## src/rtl/conv_encoder_framer.sv

```systemverilog
// Rate-1/2 K=3 convolutional encoder with frame tail insertion.
// One registered 2-bit symbol per bit, valid/ready on both sides.
module conv_encoder_framer #(
  parameter int         FRAME_LEN = 8,
  parameter logic [2:0] G0        = 3'b111,
  parameter logic [2:0] G1        = 3'b101
) (
  input  logic       clk,
  input  logic       rst,
  input  logic       refresh,
  input  logic       valid_in,
  input  logic       data_in,
  output logic       ready_out,
  input  logic       ready_in,
  output logic       valid_out,
  output logic [1:0] symbol_out,
  output logic [2:0] write_pointer_out,
  output logic       frame_start,
  output logic       frame_end
);

  typedef enum logic [1:0] {
    IDLE = 2'd0,
    DATA = 2'd1,
    TAIL = 2'd2
  } state_e;

  localparam logic [7:0] LAST = 8'(FRAME_LEN);

  state_e     state_q;
  logic [1:0] s_q;
  logic [7:0] bit_cnt_q;
  logic       tail_cnt_q;
  logic       valid_q;
  logic [1:0] sym_q;
  logic [2:0] wp_q;
  logic       fs_q;
  logic       fe_q;

  logic       slot_free;
  logic       accept;
  logic       d_eff;
  logic [2:0] taps;
  logic [1:0] enc_d;

  assign slot_free = !valid_q || ready_in;
  assign ready_out = slot_free && (state_q != TAIL);
  assign accept    = valid_in && ready_out;

  // Tail symbols flush the trellis with forced zero input
  always_comb begin
    d_eff = data_in;
    if (state_q == TAIL) d_eff = 1'b0;
    taps  = {d_eff, s_q};
    enc_d = {^(G0 & taps), ^(G1 & taps)};
  end

  // Framer FSM, encoder state and registered output slot
  always_ff @(posedge clk or posedge rst) begin
    if (rst) begin
      state_q    <= IDLE;
      s_q        <= 2'b00;
      bit_cnt_q  <= 8'd0;
      tail_cnt_q <= 1'b0;
      valid_q    <= 1'b0;
      sym_q      <= 2'b00;
      wp_q       <= 3'd0;
      fs_q       <= 1'b0;
      fe_q       <= 1'b0;
    end else if (refresh) begin
      state_q    <= IDLE;
      s_q        <= 2'b00;
      bit_cnt_q  <= 8'd0;
      tail_cnt_q <= 1'b0;
      valid_q    <= 1'b0;
      sym_q      <= 2'b00;
      wp_q       <= 3'd0;
      fs_q       <= 1'b0;
      fe_q       <= 1'b0;
    end else begin
      unique case (state_q)
        IDLE: begin
          if (accept) begin
            sym_q     <= enc_d;
            valid_q   <= 1'b1;
            s_q       <= {data_in, s_q[1]};
            bit_cnt_q <= 8'd1;
            wp_q      <= 3'd0;
            fs_q      <= 1'b1;
            fe_q      <= 1'b0;
            state_q   <= (FRAME_LEN == 1) ? TAIL : DATA;
          end else if (slot_free) begin
            valid_q <= 1'b0;
          end
        end
        DATA: begin
          if (accept) begin
            sym_q     <= enc_d;
            valid_q   <= 1'b1;
            s_q       <= {data_in, s_q[1]};
            bit_cnt_q <= bit_cnt_q + 8'd1;
            wp_q      <= wp_q + 3'd1;
            fs_q      <= 1'b0;
            fe_q      <= 1'b0;
            if (bit_cnt_q + 8'd1 == LAST) state_q <= TAIL;
          end else if (slot_free) begin
            valid_q <= 1'b0;
          end
        end
        TAIL: begin
          if (slot_free) begin
            sym_q      <= enc_d;
            valid_q    <= 1'b1;
            s_q        <= {1'b0, s_q[1]};
            wp_q       <= wp_q + 3'd1;
            fs_q       <= 1'b0;
            tail_cnt_q <= ~tail_cnt_q;
            if (tail_cnt_q) begin
              fe_q    <= 1'b1;
              s_q     <= 2'b00;
              state_q <= IDLE;
            end
          end
        end
        default: state_q <= IDLE;
      endcase
    end
  end

  assign valid_out         = valid_q;
  assign symbol_out        = sym_q;
  assign write_pointer_out = wp_q;
  assign frame_start       = fs_q;
  assign frame_end         = fe_q;

endmodule

```

## config.mk

```make
export PLATFORM = sky130hd
export DESIGN_NAME = conv_encoder_framer
export DESIGN_NICKNAME = d
export VERILOG_FILES = /design/src/rtl/conv_encoder_framer.sv
export SDC_FILE = /design/constraint.sdc
export NUM_CORES = 1
export LEC_CHECK = 0
export CORE_ASPECT_RATIO = 0.8
export CORE_UTILIZATION = 50
export CTS_CLUSTER_DIAMETER = 80
export CTS_CLUSTER_SIZE = 24
export DETAILED_ROUTE_END_ITERATION = 6
export GPL_TIMING_DRIVEN = 0
export PLACE_DENSITY = 0.78
export SLEW_MARGIN = 20
export SYNTH_ARGS = -nofsm -noshare
export SYNTH_HDL_FRONTEND = slang
export SYNTH_SLANG_ARGS = --single-unit
```

## constraint.sdc

```tcl
create_clock -name clk -period 3.33 [get_ports clk]
set_clock_uncertainty 0.2 [all_clocks]
set_input_delay 0.666 -clock clk [delete_from_list [all_inputs] [get_ports clk]]
set_output_delay 0.666 -clock clk [all_outputs]
set_load 0.005 [all_outputs]
```

; ---- Yosys cells after proc, flatten, opt, wreduce, memory -nomap -nowiden
; Cells that the tools add are included.
[totals]
reg_bits = 21
out_inout_bits = 9
wordCells = 85
[op_classes]
n_addsub = 2
eq_ne = 11
n_mux = 42
bitwise = 1
n_reduce_logical = 20
[ops]
columns = cell, count
row1 = 2-to-1 mux 2 bit, 12
row2 = 2-to-1 mux 8 bit, 3
row3 = case mux 8 bit (2 select lines), 1
row4 = 2-to-1 mux 1 bit, 15
row5 = != test 3 bit (second input constant), 5
row6 = 2-to-1 mux 3 bit, 4
row7 = case mux 3 bit (3 select lines), 1
row8 = AND reduction 3 bit, 3
row9 = adder 8 x 1 -> 8 bit (second input constant), 1
row10 = == test 8 x 4 -> 1 bit (second input constant), 1
row11 = case mux 2 bit (2 select lines), 2
row12 = AND reduction 4 bit, 2
row13 = case mux 2 bit (3 select lines), 1
row14 = nonzero test 3 bit, 2
row15 = XOR reduction 3 bit, 2
row16 = AND reduction 5 bit, 1
row17 = != test 4 x 1 -> 1 bit (second input constant), 1
row18 = case mux 1 bit (2 select lines), 2
row19 = nonzero test 2 bit, 2
row20 = nonzero test 4 bit, 1
row21 = adder 3 x 1 -> 3 bit (second input constant), 1
row22 = != test 3 x 1 -> 1 bit (second input constant), 1
row23 = case mux 1 bit (3 select lines), 1
row24 = == test 2 x 1 -> 1 bit (second input constant), 1
row25 = other kinds (9), 10

; ---- Logic depth before layout (Yosys ltp)
[depth]
word_depth = 7
ltp_mapped = 8
depth_no_buf = 7

; ---- Least setup slack after synthesis
; OpenSTA, ideal clock, no wires.
[synth_timing]
path_kind = register to register
start = register state_q[0]
end = register wp_q[2] (netlist: write_pointer_out[2])
arrival_ps = 1728
t_required_ps = 2998
setup_slack_ps = 1270
stages_incl_launch_ff = 9
period_less_slack_ps = 2060
path_cell_list = dfrtp_1 > inv_1 > ha_1 > or2_4 > mux2_4 > or2_1 > buf_6 > a22oi_1 > nor2_1
[synth_via]
elab_chain_len = 5
elab_cells_between_ends = 13
[synth_rtl]
columns = element, line
row1 = "start, declared", 30  ; state_e state_q;
row2 = "start signal, assigned", 91  ; state_q <= (FRAME_LEN == 1) ? TAIL : DATA;
row3 = != test 2 bit, 47  ; assign ready_out = slot_free && (state_q != TAIL);
row4 = logical AND 1 bit, 47
row5 = logical AND 1 bit, 48  ; assign accept = valid_in && ready_out;
row6 = != test 3 bit (no line), --
row7 = AND reduction 4 bit (no line), --
row8 = "end signal, assigned", 102  ; wp_q <= wp_q + 3'd1;
row9 = "end signal, assigned", 115  ; wp_q <= wp_q + 3'd1;
row10 = "end, declared", 36  ; logic [2:0] wp_q;
; Parallel ways exist; a longest one is shown, timed or not.
; A chain may end at the register's enable or synchronous reset.

; ---- Final worst setup path
[layout_timing]
start = input ready_in
end = output ready_out
[layout_via]
elab_chain_len = 2
[layout_rtl]
columns = element, line
row1 = "start, declared", 14  ; input logic ready_in,
row2 = logical OR 1 bit, 46  ; assign slot_free = !valid_q || ready_in;
row3 = logical AND 1 bit, 47
row4 = "end, declared", 13  ; output logic ready_out,
; Every way passes these cells.

==> metrics.csv <==
metric;value;unit
effective utilization at floorplan;0.552;
crit share post-route;0.849;
Worst-Skew Late Latency;310;ps
vias per cell;5.77;
Worst-Margin Slew;811;ps
Die Ht;46.4;um
first-pass GRT wire length;4200;um
IO Pins;15;
Fin Setup TNS;0;ps
WP data required;2460;ps
Netlist cell types;38;
die width;57.5;um
simple-gate share of the synthesized area;0.219;
crit path time final;2830;ps
post-synth net total;147;
Non-Filler Instances;176;
detailed placement HPWL;1810;um
M2 GR Usage;0.356;
capturing point of the worst reg2reg path;write_pointer_out[2]$_DFFE_PP0P_;
Worst Setup SP;ready_in;
Hold Path End;frame_end$_DFFE_PP0P_;
R2R Setup Slk;1120;ps
Inserted Clock Buffers;3;
drt first pass iters;4;
Min-Delay Startpoint;frame_end$_DFFE_PP0P_;
Reg clk slew, reported paths;120;ps
synthesized area;1230;um^2
status;finished, final reports clean;
GR met3 Demand/Resource;0.0646;
commonest non-fill, non-tap cell in the layout;dfrtp_1;
Max-Cap Viols;0;
Post-Route WL;2460;um
total track usage;0.217;
Most used DFF post-synth;dfrtp_1;
RePlAce Congestion;0.819;
Compound-Gate Fraction of Synth Area;0.186;
Critical Path End Type;primary output;
postcts setup bufs;0;
pre-CTS WS;512;ps
die area;2670;um^2
Fin. Hold Viols;0;
grt total ovfl;0;
RSZ-0062 raised after global routing;false;
fmax;0.354;GHz
Syn Inst Count;134;
area post-placement;1400;um^2
pwr dens;645;nW/um^2
vias in the first global route;944;
Leakage Power;0.000607;uW
Max Root-Sink Buffers;2;
xor/xnor share of the synthesized area;0.0355;
Worst Hold Path Cells;1;
Routed wire per std cell;13.9;um
Worst path slowest cell;clkdlybuf4s50_1;
Residual DRC;0;
sequential area share after synthesis;0.426;
Reg2Reg Depth;8;
number of synthesized flops with an enable pin;0;
CP max FO;4;
DP Cell Count;172;
initial antenna violation count;0;
CTS tree;done;
Final setup viols;0;
port buffer count;13;
Post-synth ARST share;1.00;
adder-cell share of the synthesized area;0.0710;
crit path cell chain;clkdlybuf4s50_1, nor2b_1, nor2_1, clkdlybuf4s50_1;
violation count after the first detailed-routing iteration;15;
Post-CTS Hold Fix Bufs;0;
clk root buf;clkbuf_4;
worst r2r src;state_q[0]$_DFFE_PP0P_;
Clock Sinks;21;
grt met1 use;0.274;
post-route cell area;1420;um^2
Final WS setup;503;ps
Max Slew Vio Count;0;
row count;15;
Gates resized, CTS repair;0;
H-tree levels;1;
commonest non-fill, non-tap cells in the layout;dfrtp_1 (21), nand2_1 (16), clkdlybuf4s50_1 (13);
Antenna Diode Count;0;
multiplexer area fraction after synthesis;0.0284;
Critical Path Start Type;primary input;
pin count of the biggest net entering global routing;22;
Syn-to-layout area delta;15.2;%
DR vias;1015;
layout cells sized above 1;0.0596;
HP Class;reg2reg;
#FFs+latches synth;21;
Setup CP Type;in2out;
Slew headroom;0.459;
busiest grt layer;met2;
syn avg cell area;9.21;um^2
crit-path max cell delay;540;ps
Max rail drop VDD;0.358;mV
synth warn;0;
Final Net Count;165;
fillcell total;184;
largest family of logic cells by synthesized area;simple AND/OR/NAND/NOR gates;
Post-DRT Antenna Nets;0;
WP data arrival;1960;ps
cell repeated most along the worst path;clkdlybuf4s50_1;
core footprint;2230;um^2
[worst max-delay path by stage]
stage	cells after the start	slack, ps	to
6_report	4	500	ready_out
5_1_grt	4	420	ready_out
4_1_cts	4	500	ready_out
3_5_place_dp	4	510	ready_out
3_3_place_gp	4	510	ready_out
2_1_floorplan	8	1270	write_pointer_out[2]$_DFFE_PP0P_
[cell usage after synthesis (2+ instances only)]
| cell | number | share of area |
|---|---|---|
| a211oi_1 | 2 | 0.012 |
| clkbuf_1 | 2 | 0.0061 |
| and3_1 | 3 | 0.015 |
| o21a_1 | 2 | 0.012 |
| nand3_1 | 6 | 0.024 |
| o21ai_0 | 9 | 0.037 |
| dfrtp_1 | 21 | 0.43 |
| xor2_1 | 2 | 0.014 |
| nor2b_1 | 5 | 0.025 |
| o211ai_1 | 2 | 0.012 |
| o31ai_1 | 3 | 0.018 |
| inv_1 | 5 | 0.015 |
| nand4b_1 | 2 | 0.014 |
| xnor2_1 | 3 | 0.021 |
| a21oi_1 | 7 | 0.028 |
| o21ai_1 | 3 | 0.012 |
| ha_1 | 7 | 0.071 |
| nor2_1 | 10 | 0.030 |
| nand2b_1 | 5 | 0.025 |
| mux2i_1 | 2 | 0.016 |
| nand2_1 | 16 | 0.049 |
[registers in the layout, summed over array words and instances (netlist names)]
register and flops:
symbol_out 2, write_pointer_out 3, state_q 2, s_q 2, bit_cnt_q 8, frame_end 1, valid_out 1, frame_start 1
tail_cnt_q 1
[critical path, delay by kind of cell]
kind | cells | cell delay [ps]
buffers and inverters | 2 | 1040
AND/OR/NAND/NOR | 2 | 260
[layer usage]
layer	vias to the layer above	routed length, um	part of all wire
met2	18	1100	0.45
met4	0	13	0.0053
li1	508	-	-
met5	-	0	0
met1	487	1250	0.51
met3	2	99	0.040
[power breakdown]
group	switching, uW	leakage [uW]	internal (uW)
logic	222	0.000307	210
clock network	81.9	0.0000150	46.9
registers	49.1	0.000286	307
[area by class of cell]
cell class / instances / area (um^2) / area share
multi-input combinational: 104 / 666 / 0.468
tap: 25 / 31.3 / 0.0220
inverter: 5 / 18.8 / 0.0132
timing repair buffer: 13 / 130 / 0.0915
clock buffer: 4 / 26.3 / 0.0185
sequential: 21 / 526 / 0.370
buffer: 4 / 23.8 / 0.0167
[through the flow]
step | hold slack [ps] | power, uW | utilization
after global routing | 336 | 992 | 0.636
final | 309 | 917 | 0.636
after floorplan | 287 | 651 | -
after global placement | 272 | 774 | 0.625
after detailed placement | 292 | 794 | 0.625
after CTS | 319 | 924 | 0.636
[cell families (layout without fill, tap and decap cells)]
logic type	Yosys count	count (layout)
AND/OR/NAND/NOR	53	53
AO/OA/AOI/OAI	36	36
flip-flops	21	21
buffers and inverters	9	26
adder cells (fa/ha/maj)	7	7
XOR/XNOR	5	5
multiplexers	3	3
(Power assumes the default switching activity.)
